--- config.mk ---
export PLATFORM = sky130hd
export DESIGN_NAME = fifo_stream
export DESIGN_NICKNAME = d
export VERILOG_FILES = /design/src/rtl/fifo_stream.sv
export SDC_FILE = /design/constraint.sdc
export NUM_CORES = 1
export LEC_CHECK = 0
export CAP_MARGIN = 20
export CORE_UTILIZATION = 25
export CTS_CLUSTER_SIZE = 10
export DETAILED_ROUTE_END_ITERATION = 10
export PLACE_DENSITY_LB_ADDON = 0.2
export SLEW_MARGIN = 10
export SYNTH_ARGS = -nofsm -noshare
export SYNTH_HDL_FRONTEND = slang
export SYNTH_SLANG_ARGS = --single-unit
--- constraint.sdc ---
create_clock -name i_Clk -period 3.4 [get_ports i_Clk]
set_input_delay 0.68 -clock i_Clk [delete_from_list [all_inputs] [get_ports i_Clk]]
set_output_delay 0.68 -clock i_Clk [all_outputs]
set_load 0.01 [all_outputs]
--- src/rtl/fifo_stream.sv ---
// Single-clock first-word-fall-through FIFO with valid/ready on both sides,
// occupancy count, almost-full/empty flags, synchronous flush and sticky overflow.
module fifo_stream #(
    parameter int WIDTH = 8,
    parameter int DEPTH = 16,
    localparam int CW = $clog2(DEPTH + 1)
) (
    input  logic             i_Clk,
    input  logic             i_Rst,
    input  logic             i_Flush,
    input  logic             i_Wr_Valid,
    input  logic [WIDTH-1:0] i_Wr_Data,
    output logic             o_Wr_Ready,
    output logic             o_Rd_Valid,
    output logic [WIDTH-1:0] o_Rd_Data,
    input  logic             i_Rd_Ready,
    output logic [CW-1:0]    o_Count,
    input  logic [CW-1:0]    i_AF_Level,
    input  logic [CW-1:0]    i_AE_Level,
    output logic             o_AF_Flag,
    output logic             o_AE_Flag,
    output logic             o_Full,
    output logic             o_Empty,
    output logic             o_Overflow
);

    localparam int PW = (DEPTH > 1) ? $clog2(DEPTH) : 1;
    localparam logic [CW-1:0] DEPTH_C = CW'(DEPTH);
    localparam logic [PW-1:0] LAST_PTR = PW'(DEPTH - 1);

    logic [WIDTH-1:0] mem [DEPTH];
    logic [PW-1:0]    wr_ptr;
    logic [PW-1:0]    rd_ptr;
    logic [CW-1:0]    count;
    logic             rd_valid;
    logic [WIDTH-1:0] rd_data;
    logic             overflow;

    logic wr_ready;
    logic wr_hs;
    logic rd_hs;
    logic load;
    logic arr_empty;
    logic arr_rd;
    logic arr_wr;
    logic bypass;
    logic [CW:0] af_sum;

    // Pointers wrap by compare so non-power-of-two depths work.
    function automatic logic [PW-1:0] next_ptr(input logic [PW-1:0] p);
        return (p == LAST_PTR) ? '0 : p + 1'b1;
    endfunction

    assign wr_ready  = !i_Rst && !i_Flush && (count != DEPTH_C);
    assign wr_hs     = i_Wr_Valid && wr_ready;
    assign rd_hs     = rd_valid && i_Rd_Ready;
    assign load      = !rd_valid || rd_hs;
    // Words held in the array exclude the one sitting in the output register.
    assign arr_empty = ((count - CW'(rd_valid)) == '0);
    assign arr_rd    = load && !arr_empty;
    assign bypass    = load && arr_empty && wr_hs;
    assign arr_wr    = wr_hs && !bypass;

    always_ff @(posedge i_Clk) begin
        if (arr_wr) begin
            mem[wr_ptr] <= i_Wr_Data;
        end
    end

    always_ff @(posedge i_Clk or posedge i_Rst) begin
        if (i_Rst) begin
            wr_ptr   <= '0;
            rd_ptr   <= '0;
            count    <= '0;
            rd_valid <= 1'b0;
            rd_data  <= '0;
            overflow <= 1'b0;
        end else if (i_Flush) begin
            wr_ptr   <= '0;
            rd_ptr   <= '0;
            count    <= '0;
            rd_valid <= 1'b0;
            overflow <= 1'b0;
        end else begin
            if (arr_wr) begin
                wr_ptr <= next_ptr(wr_ptr);
            end
            if (arr_rd) begin
                rd_ptr <= next_ptr(rd_ptr);
            end
            if (load) begin
                if (arr_rd) begin
                    rd_data  <= mem[rd_ptr];
                    rd_valid <= 1'b1;
                end else if (wr_hs) begin
                    rd_data  <= i_Wr_Data;
                    rd_valid <= 1'b1;
                end else begin
                    rd_valid <= 1'b0;
                end
            end
            case ({wr_hs, rd_hs})
                2'b10:   count <= count + 1'b1;
                2'b01:   count <= count - 1'b1;
                default: count <= count;
            endcase
            if (i_Wr_Valid && !wr_ready) begin
                overflow <= 1'b1;
            end
        end
    end

    // Sum is one bit wider than the count so a large level cannot wrap.
    assign af_sum     = {1'b0, count} + {1'b0, i_AF_Level};
    assign o_AF_Flag  = (af_sum >= (CW + 1)'(DEPTH));
    assign o_AE_Flag  = (count <= i_AE_Level);
    assign o_Full     = (count == DEPTH_C);
    assign o_Empty    = (count == '0);
    assign o_Count    = count;
    assign o_Wr_Ready = wr_ready;
    assign o_Rd_Valid = rd_valid;
    assign o_Rd_Data  = rd_data;
    assign o_Overflow = overflow;

endmodule
**After elaboration in Yosys (flattened, before gate mapping)**

Memory sizes are Yosys's and may differ from the RTL's.
Cells that the tools add are included.
W data, S select, Z words.

- Register bits: 23
- RAM bits: 128
- Output and inout bits: 20
- Memories: 1

- Add/sub/neg operators: 6
- $lt $le $gt $ge: 2
- Equal/unequal tests: 6
- Mux-type cells: 18
- Bitwise logic cells: 1
- Reductions and logical operators: 25

Memory list:

| name | depth | bits a word | rd ports | clocked after Yosys merged registers in | wr ports | line | RTL |
|---|---|---|---|---|---|---|---|
| mem | 16 | 8 | 1 | 0 | 1 | 31 | `logic [WIDTH-1:0] mem [DEPTH];` |

Operators with widths:

| cell | number |
|---|---|
| $mux W4 | 6 |
| $mux W8 | 2 |
| $logic_not A5 Y1 | 2 |
| $pmux W5 S2 | 1 |
| $reduce_bool A2 Y1 | 5 |
| $logic_and A1 B1 Y1 | 9 |
| $add A4 B1 Y4 const B | 2 |
| $eq A4 B4 Y1 const B | 2 |
| $mux W1 | 8 |
| $add A5 B5 Y6 | 1 |
| $ge A6 B5 Y1 const B | 1 |
| $logic_not A1 Y1 | 6 |
| $add A5 B1 Y5 const B | 1 |
| $eq A5 B5 Y1 const B | 1 |
| $le A5 B5 Y1 | 1 |
| $mux W5 | 1 |
| $ne A5 B5 Y1 const B | 1 |
| $sub A5 B1 Y5 | 1 |
| $sub A5 B1 Y5 const B | 1 |
| $reduce_and A3 Y1 | 1 |
| $reduce_bool A3 Y1 | 1 |
| $eq A2 B1 Y1 const B | 1 |
| $eq A2 B2 Y1 const B | 1 |
| $logic_or A1 B1 Y1 | 1 |
| $not A1 Y1 | 1 |

**Depth between registers and ports, before layout**

Gate-level depths: netlist (run 1).

- Depth after elaboration: 9
- Depth in mapped cells: 8
- Gate-level depth less buffers: 7

**Least setup slack after synthesis (run 1)**

OpenSTA, ideal clock, no wires.

- Path type: input to register
- From: input port i_Rst
- To: memory mem[3][0] (enable)
- Data arrival time: 2.700 ns
- Path slack: 0.303 ns
- Stages on the path: 6
- Cells stage by stage: or3b_1 clkbuf_1 a21o_1 nor2_2 buf_6 nor4b_1

- Longest elaborated chain between the ends: 9

RTL lines:

| element | line | RTL |
|---|---|---|
| from (decl) | 9 | `input logic i_Rst,` |
| $logic_not A1 Y1 (no line) * | -- |  |
| $logic_and A1 B1 Y1 * (2 in a row) | 54 | `assign wr_ready = !i_Rst && !i_Flush && (count != DEPTH_C);` |
| $logic_and A1 B1 Y1 * | 55 | `assign wr_hs = i_Wr_Valid && wr_ready;` |
| $logic_and A1 B1 Y1 | 61 | `assign bypass = load && arr_empty && wr_hs;` |
| $logic_not A1 Y1 | 62 | `assign arr_wr = wr_hs && !bypass;` |
| $logic_and A1 B1 Y1 * | 62 |  |
| $mux W1 * | 65 | `if (arr_wr) begin` |
| $mux W1 (not written as such) * | 66 | `mem[wr_ptr] <= i_Wr_Data;` |
| to (decl) | 31 |  |

Mark *: on every way between the ends. The rest lies on a longest branch, timed or not.

**Worst setup path in the final report (run 1)**

- From: input port i_AE_Level[1]
- To: output port o_AE_Flag

- Longest elaborated chain between the ends: 1

RTL lines:

| element | line | RTL |
|---|---|---|
| from (decl) | 19 | `input logic [CW-1:0] i_AE_Level,` |
| $le A5 B5 Y1 | 116 | `assign o_AE_Flag = (count <= i_AE_Level);` |
| to (decl) | 21 | `output logic o_AE_Flag,` |

No other way between the ends.

==> impl_metrics.yaml, run 1 <==
clocking:
  htree_num_levels: 4
  clk_transition_reported_paths_ps: 70
  cts-root-buf: "clkbuf_16"
  postCtsResizedCells: 0
  postCtsSetupRepairBufs: 0
  ctsLongestPathBuffers: 2
  cts.sinks: 151
  insertion_delay_ps: 420
  cts_inserted_buffers: 17
  hold_buffers: 0
  cts_tree: "done"
global_route:
  grt_usage_pct: 12.7
  grt_remaining_overflow: 0
  number_of_antenna_violations_at_the_first_check_in_global_routing: 0
  first_pass_grt_wire_length_microns: 25900
  pin_count_of_the_biggest_net_entering_global_routing: 30
  first_global_vias: 4058
final_layout:
  share_of_cells_above_drive_strength_1_pct: 22.7
  most_common_cell_after_layout_fill_and_taps_aside: "edfxtp_1"
  num-nets-final: 502
  multi_input_comb_area_sq_um: 2200
  area_growth_syn_to_layout_pct: 22.6
  area_of_all_sequential_standard_cells_sq_um: 4420
  layout.cells.most_common_list: "128 x edfxtp_1, 42 x clkdlybuf4s50_1, 32 x mux4_2"
  num-fill-cells: 2548
  insertedDiodeCount: 0
yosys:
  synth-seq-cells: 151
  post_synth.cell_area_avg_sq_um: 16.7
  yosysWarnings: 0
  yosys_most_used_dff: "edfxtp_1"
  syn-num-nets: 446
  distinct_cell_type_count_of_the_synthesized_netlist: 57
  syn_inst_count: 406
  syn_area_sq_um: 6790
  synth_async_sr_flop_share_pct: 15.2
  synth-seq-area-share_pct: 65.1
  synth_enable_flop_cells: 128
floorplanning:
  die_y_microns: 167
  die_width_microns: 167
  start_util_pct: 25.8
  core_area_sq_um: 26400
  dieArea_sq_um: 27800
  placementRows: 59
  io_pins: 43
setup_path:
  cpPeakStageDelay_ps: 530
  cp_max_fo: 2
  crit_top_cell: "clkdlybuf4s50_1"
  critPathRequiredTime_ps: 2720
  setup.worst_path.end_class: "primary output"
  cp_cell_sequence: "clkdlybuf4s50_1 -> inv_1 -> ha_1 -> nor2b_1 -> o21a_1 -> o21ai_0 -> a21o_1 -> clkdlybuf4s50_1"
  criticalPathCategory: "input pin to primary output"
  slowest_stage: "clkdlybuf4s50_1"
  crit_arrival_ps: 2570
  startpoint_type: "input pin"
route:
  totalWireLength_microns: 16800
  post_drt_via_cell_ratio: 4.82
  route.antenna.remaining_nets: 0
  total_number_of_vias: 3901
  detail_route.drc_violations: 0
  drt_pass1_iterations: 4
  detail_route.wl_per_cell_microns: 20.8
  detail_route.iter0.violations: 214
power:
  power_switching_w: 0.00158
  total_leakage_power_nw: 2.80
  proportion_of_power_drawn_by_the_clock_network_pct: 37.0
  power.share.switching_pct: 28.7
  seq_power_share_pct: 41.2
  p_int_w: 0.00391
  cellPowerDensity_nw_per_um2: 659
  maximum_vdd_drop_mv: 0.362
  comb_power_share_pct: 21.8
place:
  numPortBuffers: 42
  place.gp.congestion: 0.782
  hpwl_microns: 11100
  place_worst_setup_slack_ps: 12.0
sta:
  skew_ps: 8.91
  setup_repair_after_global_routing_missed_its_margin: "false"
  final.setup.worst_slack_ps: 148
  worstMarginPinSlew_ps: 715
  report.final.setup_viol: 0
  finalCritPeriodShare_pct: 95.7
  max_freq_mhz: 307
  final.setup.tns_ps: 0
  max-slew-margin-rel_pct: 52.2
  finalHoldViolCount: 0
  timing.final.max_slew_violations: 0
  fin_crit_ps: 3250
worst_hold_path:
  timing.hold.worst.class: "flop to flop"
run:
  maxCapViolations: 0
status:
  status: "completed"
-- layout make-up --
| class | instances | area share (%) |
|---|---|---|
| Clock inverter | 15 | 2.50 |
| Clock buffer | 17 | 5.11 |
| Timing Repair Buffer | 61 | 7.07 |
| Tap cell | 335 | 5.04 |
| Inverter | 15 | 0.677 |
| Sequential cell | 151 | 53.1 |
| Multi-Input combinational cell | 216 | 26.5 |
-- synth_stat cells, types with 2 or more instances --
master / number / area [sq um]
a211oi_1: 17 / 128
a21o_1: 2 / 15.0
a21oi_1: 10 / 50.1
a22oi_1: 2 / 15.0
a31oi_1: 4 / 25.0
and3_1: 5 / 31.3
and4_1: 2 / 17.5
and4_2: 2 / 20.0
and4b_1: 4 / 40.0
and4bb_1: 2 / 25.0
buf_2: 7 / 35.0
buf_6: 3 / 33.8
clkbuf_1: 14 / 52.6
dfrtp_1: 23 / 576
edfxtp_1: 128 / 3840
ha_1: 17 / 213
inv_1: 14 / 52.6
mux2_2: 10 / 113
mux2i_1: 10 / 100
mux4_2: 32 / 721
nand2_1: 3 / 11.3
nand3_1: 3 / 15.0
nand4_1: 2 / 12.5
nor2_1: 11 / 41.3
nor2b_1: 13 / 81.3
nor3_1: 5 / 25.0
o2111ai_2: 2 / 30.0
o211ai_1: 2 / 15.0
o21a_1: 2 / 15.0
o21ai_0: 10 / 50.1
o22ai_1: 8 / 50.1
o32a_1: 2 / 20.0
or3_1: 10 / 62.6
xnor2_1: 2 / 17.5
-- metrics by stage --
step	instance area (sq um)	utilization (%)	total power (W)	cells	hold slack, ps
after floorplan	6790	-	0.00302	406	535
after global placement	7690	29.2	0.00349	778	509
after detailed placement	7690	29.2	0.00352	778	510
after CTS	8320	31.6	0.00555	810	520
after global routing	8320	31.6	0.00574	810	527
final	8320	31.6	0.00548	810	517
-- kinds of logic (layout without fill, tap and decap cells) --
logic type / count (synthesis) / in the layout / share of synthesized area (%)
AO/OA/AOI/OAI: 69 / 69 / 7.36
flip-flops: 151 / 151 / 65.1
multiplexers: 52 / 52 / 13.8
XOR/XNOR: 4 / 4 / 0.793
adder cells (fa/ha/maj): 17 / 17 / 3.13
buffers and inverters: 39 / 108 / 2.62
AND/OR/NAND/NOR: 74 / 74 / 7.23
-- registers in the layout, indices dropped and copies added, names as in the netlist --
| register | flops |
|---|---|
| o_Rd_Valid | 1 |
| o_Rd_Data | 8 |
| o_Overflow | 1 |
| wr_ptr | 4 |
| o_Count | 5 |
| rd_ptr | 4 |
| mem | 128 |
-- worst paths after layout --
kind / end / slack, ps / depth (start not counted) / startpoint
min in group asynchronous: o_Count[0]$_DFFE_PP0P_ / 740 / 3 / i_Rst
hold / removal: o_Overflow$_DFFE_PP0P_ / 520 / 2 / o_Overflow$_DFFE_PP0P_
setup reg to reg: mem[7][1]$_DFFE_PP_ / 630 / 6 / o_Count[0]$_DFFE_PP0P_
setup / recovery: o_AE_Flag / 150 / 8 / i_AE_Level[1]
max in group asynchronous: rd_ptr[1]$_DFFE_PP0P_ / 2370 / 3 / i_Rst
hold reg to reg: o_Overflow$_DFFE_PP0P_ / 520 / 2 / o_Overflow$_DFFE_PP0P_
-- worst max-delay path: cells and delay by family --
family / cells / cell delay, ps
buffers and inverters: 3 / 1040
AOI/OAI and AO/OA: 3 / 450
adders and majority gates: 1 / 270
and+or+nand+nor: 1 / 130
-- routing by layer --
| metal | routed length [microns] | part of all wire (%) | GRT usage, % | up-vias |
|---|---|---|---|---|
| li1 | - | - | - | 1759 |
| met1 | 7810 | 46 | 16.6 | 2014 |
| met2 | 8300 | 49 | 21.1 | 118 |
| met3 | 570 | 3.4 | 2.95 | 10 |
| met4 | 145 | 0.86 | 3.14 | 0 |
| met5 | 0 | 0 | 0 | - |
-- power by group through the flow --
stage	clock network [W]	logic [W]	registers, W
floorplan	0	0.000802	0.00222
global placement	0	0.00119	0.00230
detailed placement	0	0.00121	0.00231
CTS	0.00207	0.00121	0.00227
global route	0.00216	0.00130	0.00228
finish	0.00203	0.00119	0.00226
(Power assumes the default switching activity.)
==> inputs of run 2 (changes only) <==
--- a/config.mk
+++ b/config.mk
@@ -7,10 +7,11 @@
 export LEC_CHECK = 0
 export CAP_MARGIN = 20
 export CORE_UTILIZATION = 25
+export CTS_BUF_LIST = sky130_fd_sc_hd__clkbuf_8
 export CTS_CLUSTER_SIZE = 10
 export DETAILED_ROUTE_END_ITERATION = 10
 export PLACE_DENSITY_LB_ADDON = 0.2
-export SLEW_MARGIN = 10
+export SLEW_MARGIN = 0
 export SYNTH_ARGS = -nofsm -noshare
 export SYNTH_HDL_FRONTEND = slang
 export SYNTH_SLANG_ARGS = --single-unit
==> impl_metrics.yaml, run 2 (same netlist as run 1, synthesis figures left out) <==
status:
  status: "completed"
final_layout:
  area_of_all_sequential_standard_cells_sq_um: 4420
  multi_input_comb_area_sq_um: 2200
  area_growth_syn_to_layout_pct: 19.8
  insertedDiodeCount: 0
  num-fill-cells: 2555
  most_common_cell_after_layout_fill_and_taps_aside: "edfxtp_1"
  fin_area_sq_um: 8130
  largest_register_ffs: 128
  num-nets-final: 502
  top_register: "mem"
  share_of_cells_above_drive_strength_1_pct: 22.7
  layout.cells.most_common_list: "128 x edfxtp_1, 42 x clkdlybuf4s50_1, 32 x mux4_2"
floorplanning:
  dieArea_sq_um: 27800
  start_util_pct: 25.8
  io_pins: 43
  placementRows: 59
  die_width_microns: 167
  core_area_sq_um: 26400
  die_y_microns: 167
power:
  power.share.switching_pct: 30.1
  post-layout-total-power_w: 0.00498
  power_switching_w: 0.00150
  cellPowerDensity_nw_per_um2: 612
  seq_power_share_pct: 45.4
  p_int_w: 0.00348
  proportion_of_power_drawn_by_the_clock_network_pct: 30.7
  comb_power_share_pct: 24.0
  maximum_vdd_drop_mv: 0.330
  total_leakage_power_nw: 2.71
sta:
  max_freq_mhz: 308
  final.setup.tns_ps: 0
  finalCritPeriodShare_pct: 95.5
  worstMarginPinSlew_ps: 710
  fin_crit_ps: 3250
  max-slew-margin-rel_pct: 52.5
  setup_repair_after_global_routing_missed_its_margin: "false"
  timing.final.max_slew_violations: 0
  finalHoldViolCount: 0
  report.final.setup_viol: 0
  skew_ps: 14.2
route:
  detail_route.drc_violations: 0
  detail_route.wl_per_cell_microns: 20.5
  route.antenna.remaining_nets: 0
  totalWireLength_microns: 16600
  post_drt_via_cell_ratio: 4.77
  total_number_of_vias: 3860
  drt_pass1_iterations: 4
  detail_route.iter0.violations: 194
clocking:
  htree_num_levels: 4
  cts_inserted_buffers: 17
  cts-root-buf: "clkbuf_8"
  insertion_delay_ps: 440
  hold_buffers: 0
  cts_tree: "done"
  clk_transition_reported_paths_ps: 100
  postCtsResizedCells: 0
  postCtsSetupRepairBufs: 0
  ctsLongestPathBuffers: 2
  cts.sinks: 151
setup_path:
  endpoint_of_the_worst_register_to_register_path: "mem[6][6]$_DFFE_PP_"
  setup.worst_path.start: "i_AE_Level[1]"
  criticalPathCategory: "input pin to primary output"
  setup.worst_path.end_class: "primary output"
  startpoint_type: "input pin"
  critPathRequiredTime_ps: 2720
  cp_max_fo: 2
  reg2reg_setup_slack_ps: 650
  worst_r2r_path_depth: 6
  crit-reg2reg-launch: "o_Count[0]$_DFFE_PP0P_"
  crit_arrival_ps: 2570
  setup.worst_path.end: "o_AE_Flag"
global_route:
  grt_usage_pct: 12.5
  first_global_vias: 4060
  grt_remaining_overflow: 0
  number_of_antenna_violations_at_the_first_check_in_global_routing: 0
  pin_count_of_the_biggest_net_entering_global_routing: 30
  first_pass_grt_wire_length_microns: 25500
place:
  hpwl_microns: 11100
  numPortBuffers: 42
  placed_area_sq_um: 7690
  place.gp.congestion: 0.782
worst_hold_path:
  timing.hold.worst.class: "flop to flop"
run:
  maxCapViolations: 0
[run 2: worst max-delay path: stages]
cell and delay [ps]:
clkdlybuf4s50_1 470, inv_1 40, ha_1 270, nor2b_1 130
o21a_1 160, o21ai_0 140, a21o_1 140, clkdlybuf4s50_1 530
[run 2: cell type report]
cell class	instances	area share [%]
flip-flops and latches	151	54.4
multi-input cells	216	27.1
repair buffers	61	7.24
well taps	335	5.16
clock buffers	17	2.88
clock inverters	15	2.56
inverters	15	0.693
[run 2: worst min path at each step]
stage | cells past startpoint | from | slack, ps | endpoint
floorplan | 1 | wr_ptr[2]$_DFFE_PP0P_ | 530 | wr_ptr[2]$_DFFE_PP0P_
global placement | 2 | o_Overflow$_DFFE_PP0P_ | 510 | o_Overflow$_DFFE_PP0P_
detailed placement | 2 | o_Overflow$_DFFE_PP0P_ | 510 | o_Overflow$_DFFE_PP0P_
CTS | 2 | o_Overflow$_DFFE_PP0P_ | 520 | o_Overflow$_DFFE_PP0P_
global route | 2 | o_Overflow$_DFFE_PP0P_ | 530 | o_Overflow$_DFFE_PP0P_
finish | 2 | o_Overflow$_DFFE_PP0P_ | 520 | o_Overflow$_DFFE_PP0P_
[run 2: per-layer routing]
metal / track usage, % / part of all wire, %
met4: 2.94 / 0.65
met5: 0 / 0
met1: 16.3 / 48
met3: 2.73 / 2.6
met2: 21.0 / 49
[run 2: metrics by stage]
step | hold slack (ps) | setup slack, ps | util (%) | cells
final | 521 | 154 | 30.8 | 810
after global routing | 532 | 101 | 30.8 | 810
after CTS | 525 | 154 | 30.8 | 810
after detailed placement | 510 | 12.0 | 29.2 | 778
after global placement | 509 | 65.3 | 29.2 | 778
after floorplan | 535 | 303 | - | 406
[run 2: power by group through the flow]
stage          logic (W)  registers [W]  clock network [W]
5_1_grt          0.00130        0.00228            0.00166
6_report         0.00119        0.00226            0.00153
3_5_place_dp     0.00121        0.00231                  0
2_1_floorplan   0.000802        0.00222                  0
3_3_place_gp     0.00119        0.00230                  0
4_1_cts          0.00121        0.00227            0.00157
==> inputs of run 3 (changes only) <==
--- a/config.mk
+++ b/config.mk
@@ -5,7 +5,9 @@
 export SDC_FILE = /design/constraint.sdc
 export NUM_CORES = 1
 export LEC_CHECK = 0
-export CAP_MARGIN = 20
+export ABC_CLOCK_PERIOD_IN_PS = 3400
+export CAP_MARGIN = 25
+export CORE_MARGIN = 3
 export CORE_UTILIZATION = 25
 export CTS_BUF_LIST = sky130_fd_sc_hd__clkbuf_8
 export CTS_CLUSTER_SIZE = 10
==> impl_metrics.yaml, run 3 (same netlist as run 1, synthesis figures left out) <==
final_layout:
  most_common_cell_after_layout_fill_and_taps_aside: "edfxtp_1"
  insertedDiodeCount: 0
  top_register: "mem"
  fin_area_sq_um: 8030
  largest_register_ffs: 128
  multi_input_comb_area_sq_um: 2200
  num-nets-final: 501
  area_growth_syn_to_layout_pct: 18.3
  area_of_all_sequential_standard_cells_sq_um: 4420
  layout.cells.most_common_list: "128 x edfxtp_1, 42 x clkdlybuf4s50_1, 32 x mux4_2"
  share_of_cells_above_drive_strength_1_pct: 22.2
  num-fill-cells: 2581
floorplanning:
  placementRows: 59
  core_area_sq_um: 26400
  start_util_pct: 25.8
  dieArea_sq_um: 29200
  die_y_microns: 171
  io_pins: 43
  die_width_microns: 171
power:
  p_int_w: 0.00323
  comb_power_share_pct: 26.0
  seq_power_share_pct: 47.3
  post-layout-total-power_w: 0.00471
  maximum_vdd_drop_mv: 0.284
  total_leakage_power_nw: 2.65
  proportion_of_power_drawn_by_the_clock_network_pct: 26.6
  power_switching_w: 0.00148
  cellPowerDensity_nw_per_um2: 586
  power.share.switching_pct: 31.4
clocking:
  ctsLongestPathBuffers: 2
  postCtsSetupRepairBufs: 0
  htree_num_levels: 4
  postCtsResizedCells: 0
  clk_transition_reported_paths_ps: 90
  cts.sinks: 151
  cts_tree: "done"
  cts-root-buf: "clkbuf_8"
  insertion_delay_ps: 440
  cts_inserted_buffers: 17
  hold_buffers: 0
global_route:
  pin_count_of_the_biggest_net_entering_global_routing: 30
  first_global_vias: 4062
  grt_usage_pct: 12.3
  number_of_antenna_violations_at_the_first_check_in_global_routing: 0
  grt_remaining_overflow: 0
  first_pass_grt_wire_length_microns: 26200
sta:
  final.setup.worst_slack_ps: 151
  finalCritPeriodShare_pct: 95.5
  max_freq_mhz: 308
  final.setup.tns_ps: 0
  finalHoldViolCount: 0
  worstMarginPinSlew_ps: 766
  skew_ps: 13.9
  timing.final.max_slew_violations: 0
  max-slew-margin-rel_pct: 48.8
  report.final.setup_viol: 0
  setup_repair_after_global_routing_missed_its_margin: "false"
  fin_crit_ps: 3250
run:
  maxCapViolations: 0
setup_path:
  cp_max_fo: 2
  criticalPathCategory: "input pin to primary output"
  crit-reg2reg-launch: "o_Count[0]$_DFFE_PP0P_"
  setup.worst_path.end: "o_AE_Flag"
  setup.worst_path.end_class: "primary output"
  worst_r2r_path_depth: 8
  crit_arrival_ps: 2570
  startpoint_type: "input pin"
  critPathRequiredTime_ps: 2720
  reg2reg_setup_slack_ps: 660
  setup.worst_path.start: "i_AE_Level[1]"
  endpoint_of_the_worst_register_to_register_path: "mem[15][4]$_DFFE_PP_"
status:
  status: "completed"
place:
  place_worst_setup_slack_ps: 163
  hpwl_microns: 11300
  numPortBuffers: 42
  placed_area_sq_um: 7680
  place.gp.congestion: 0.785
route:
  detail_route.drc_violations: 0
  post_drt_via_cell_ratio: 4.78
  route.antenna.remaining_nets: 0
  detail_route.iter0.violations: 207
  drt_pass1_iterations: 4
  total_number_of_vias: 3866
  totalWireLength_microns: 17200
  detail_route.wl_per_cell_microns: 21.3
worst_hold_path:
  whs_path_depth: 2
  timing.hold.worst.class: "flop to flop"
-- run 3: cell types whose count changed in the layout (fill, tap and decap cells not counted), sizes merged --
cell      delta
buf          -1
clkinvlp     +2
bufinv       -3
clkinv       +1
inv          -1
-- run 3: worst min-delay path by stage --
stage | slack (ps) | startpoint | endpoint
2_1_floorplan | 530 | wr_ptr[2]$_DFFE_PP0P_ | wr_ptr[2]$_DFFE_PP0P_
3_3_place_gp | 510 | o_Overflow$_DFFE_PP0P_ | o_Overflow$_DFFE_PP0P_
3_5_place_dp | 520 | o_Overflow$_DFFE_PP0P_ | o_Overflow$_DFFE_PP0P_
4_1_cts | 530 | o_Overflow$_DFFE_PP0P_ | o_Overflow$_DFFE_PP0P_
5_1_grt | 540 | o_Overflow$_DFFE_PP0P_ | o_Overflow$_DFFE_PP0P_
6_report | 520 | o_Overflow$_DFFE_PP0P_ | o_Overflow$_DFFE_PP0P_
-- run 3: metal layers --
metal	track usage, %	routed length [microns]	share of wire [%]
met4	3.60	213	1.2
met3	2.73	738	4.3
met2	19.3	8030	47
met5	0	0	0
met1	17.2	8210	48
-- run 3: power groups by stage --
stage	registers, W	logic, W	clock network, W
floorplan	0.00222	0.000802	0
global placement	0.00227	0.00123	0
detailed placement	0.00228	0.00124	0
CTS	0.00224	0.00125	0.00130
global route	0.00225	0.00134	0.00138
finish	0.00223	0.00123	0.00125
-- run 3: worst max-delay path, stage by stage --
cell and delay, ps:
clkdlybuf4s50_1 450, inv_1 50, ha_1 280, nor2b_1 130, o21a_1 160, o21ai_0 160, a21o_1 130, clkdlybuf4s50_1 530
-- run 3: layout make-up --
cell class | instances | area share, %
Timing Repair Buffer | 60 | 7.23
Sequential cell | 151 | 55.1
Clock inverter | 14 | 1.43
Inverter | 15 | 0.701
Multi-Input combinational cell | 216 | 27.4
Clock buffer | 17 | 2.91
Tap cell | 335 | 5.22
-- run 3: stage by stage --
step / hold slack (ps) / util, % / std cells
after floorplan: 535 / - / 406
after global placement: 511 / 29.1 / 777
after detailed placement: 517 / 29.1 / 777
after CTS: 531 / 30.5 / 808
after global routing: 540 / 30.5 / 808
final: 523 / 30.5 / 808
==> RTL change (flow settings as in run 1) <==
Change the parameter `DEPTH` from 16 to 8.
--- a/src/rtl/fifo_stream.sv
+++ b/src/rtl/fifo_stream.sv
@@ -3,5 +3,5 @@
 module fifo_stream #(
     parameter int WIDTH = 8,
-    parameter int DEPTH = 16,
+    parameter int DEPTH = 8,
     localparam int CW = $clog2(DEPTH + 1)
 ) (
Interface: changed (resized i_AE_Level, i_AF_Level and o_Count); port bits go from 43 to 40. No check against the original RTL was run, so the function may have changed too.
==> RTL change against run 1 <==
The flow now finishes with violations (design-rule violations); design area decreased by 42%; final cell count down 39%; area after synthesis is 44% lower; power shrank 41%; sequential power shrank 42%; count of clock-buffer cells in the layout decreased by 8; wire length fell by 50%; sequential cell count decreased by 67; critical path depth unchanged; hold slack worse by 0.015 ns; worst setup slack got worse by 0.021 ns; sequential share of layout area decreased by 3.3 points; die area fell by 43%; largest cell class unchanged; largest power group unchanged.
==> RTL change: results (changes against run 1) <==
synthDistinctLibCells: 44  # -23%
async_reset_ff_share_pct: 23.8  # +8.6 points
ys_top_cells_by_count: "edfxtp_1 (64), a21oi_1 (23), dfrtp_1 (20), mux4_2 (16), nor2_1 (15)"
syn_nets: 286  # -36%
postCtsSetupBuffers: 0  # unchanged
gp_routability_congestion: 0.741  # -5.2%
cts.htree.levels: 3  # -1
p_leak_nw: 1.71  # -39%
violations: "design-rule violations"
synth_seq_area_share_pct: 63.4  # -1.7 points
outcome: "finished, violations left"
cts_made_buffers: 9  # -8
cp.arrival_ns: 2.59  # +0.02 ns
grt_max_degree: 21  # -30%
firstDrtPassIters: 7  # +3
insertion_delay_ns: 0.34  # -0.08 ns
layout.nets: 344  # -31%
vias: 2270  # -42%
drc_errors: 3  # +3
drt-wirelength-per-cell_um: 16.8  # -19%
fin_worst_skew_ns: 0.00993  # +0.00102 ns
synthTopCellsByArea: "edfxtp_1 (50%), dfrtp_1 (13%), mux4_2 (9.4%), ha_1 (4.6%), a21oi_1 (3.0%)"
largest_reg_flops: 64  # -50%
grt_usage_pct: 11.6  # -1.1 points
synth_edf_count: 64  # -50%
crit_path_max_incr_delay_ns: 0.55  # +0.02 ns
drtIter0Drc: 162  # -24%
portBuffers: 39  # -7.1%
dp.final_hpwl_mm: 5.47  # -51%
cpLargestDelayFamily: "buffers and inverters"
ir_worst_vdd_uv: 421  # +16%
antenna_found_initial: 0  # unchanged
layout-drive-gt1-share_pct: 21.1  # -1.7 points
maxSlewHeadroom_pct: 41.7  # -10 points
grt_pass1_wl_mm: 13.5  # -48%
RTL change: changes by cell type after synthesis, moves of 13 or more:
cell,run 1,this run
mux4_2,32,16
edfxtp_1,128,64
a21oi_1,10,23
a211oi_1,17,1
RTL change: metal layers:
| metal | up-vias | wire, um | GRT usage [%] |
|---|---|---|---|
| met5 | - | 0 | 0 |
| met4 | 0 | 140 | 4.30 |
| met3 | 10 | 458 | 2.93 |
| met2 | 56 | 3760 | 17.5 |
| met1 | 1122 | 3990 | 16.0 |
| li1 | 1082 | - | - |
RTL change: area by class of cell:
cell class | instances | area [um^2]
flip-flops and latches | 84 | 2420
clock inverters | 7 | 81.3
multi-input cells | 145 | 1320
repair buffers | 57 | 538
well taps | 184 | 230
clock buffers | 9 | 225
inverters | 11 | 41.3
fillers | 1432 | 9840
RTL change: path summary, 6_finish.rpt:
path                                        start                        to  slack, ns  cells past startpoint
min in group asynchronous                   i_Rst    o_Overflow$_DFFE_PP0P_       0.85                      2
max in group asynchronous                   i_Rst  o_Rd_Data[5]$_DFFE_PP0P_       2.03                      2
min                        o_Overflow$_DFFE_PP0P_    o_Overflow$_DFFE_PP0P_       0.50                      2
min reg2reg                o_Overflow$_DFFE_PP0P_    o_Overflow$_DFFE_PP0P_       0.50                      2
max                                 i_AE_Level[1]                 o_AE_Flag       0.13                      8
max reg2reg                o_Count[0]$_DFFE_PP0P_       mem[5][0]$_DFFE_PP_       0.70                      7
RTL change: worst min-delay path, cell delays in order, from the launching register on:
cell     delay [ns]
dfrtp_1        0.34
a21oi_1        0.05
nor2_1         0.07
RTL change: kinds of logic (layout without fill, tap and decap cells):
family	Yosys count	after routing	synth area share, %
adder cells (fa/ha/maj)	15	15	5.11
flip-flops	84	84	63.4
multiplexers	27	27	12.7
buffers and inverters	21	84	2.16
AND/OR/NAND/NOR	52	52	7.86
AO/OA/AOI/OAI	47	47	7.89
XOR/XNOR	4	4	0.916
RTL change: through the flow:
stage / util, % / std cells / area (um^2) / setup slack [ns] / hold slack, ns
6_report: 33.0 / 497 / 4860 / 0.126 / 0.502
5_1_grt: 33.0 / 497 / 4860 / 0.0519 / 0.523
4_1_cts: 33.0 / 497 / 4860 / 0.114 / 0.510
3_5_place_dp: 30.9 / 481 / 4550 / 0.125 / 0.491
3_3_place_gp: 30.9 / 481 / 4550 / 0.146 / 0.487
2_1_floorplan: - / 250 / 3820 / 0.550 / 0.526
RTL change: power breakdown:
part	switching (mW)	internal [mW]
Sequential	0.133	1.19
Clock	0.422	0.582
Combinational	0.399	0.519
Total	0.954	2.29
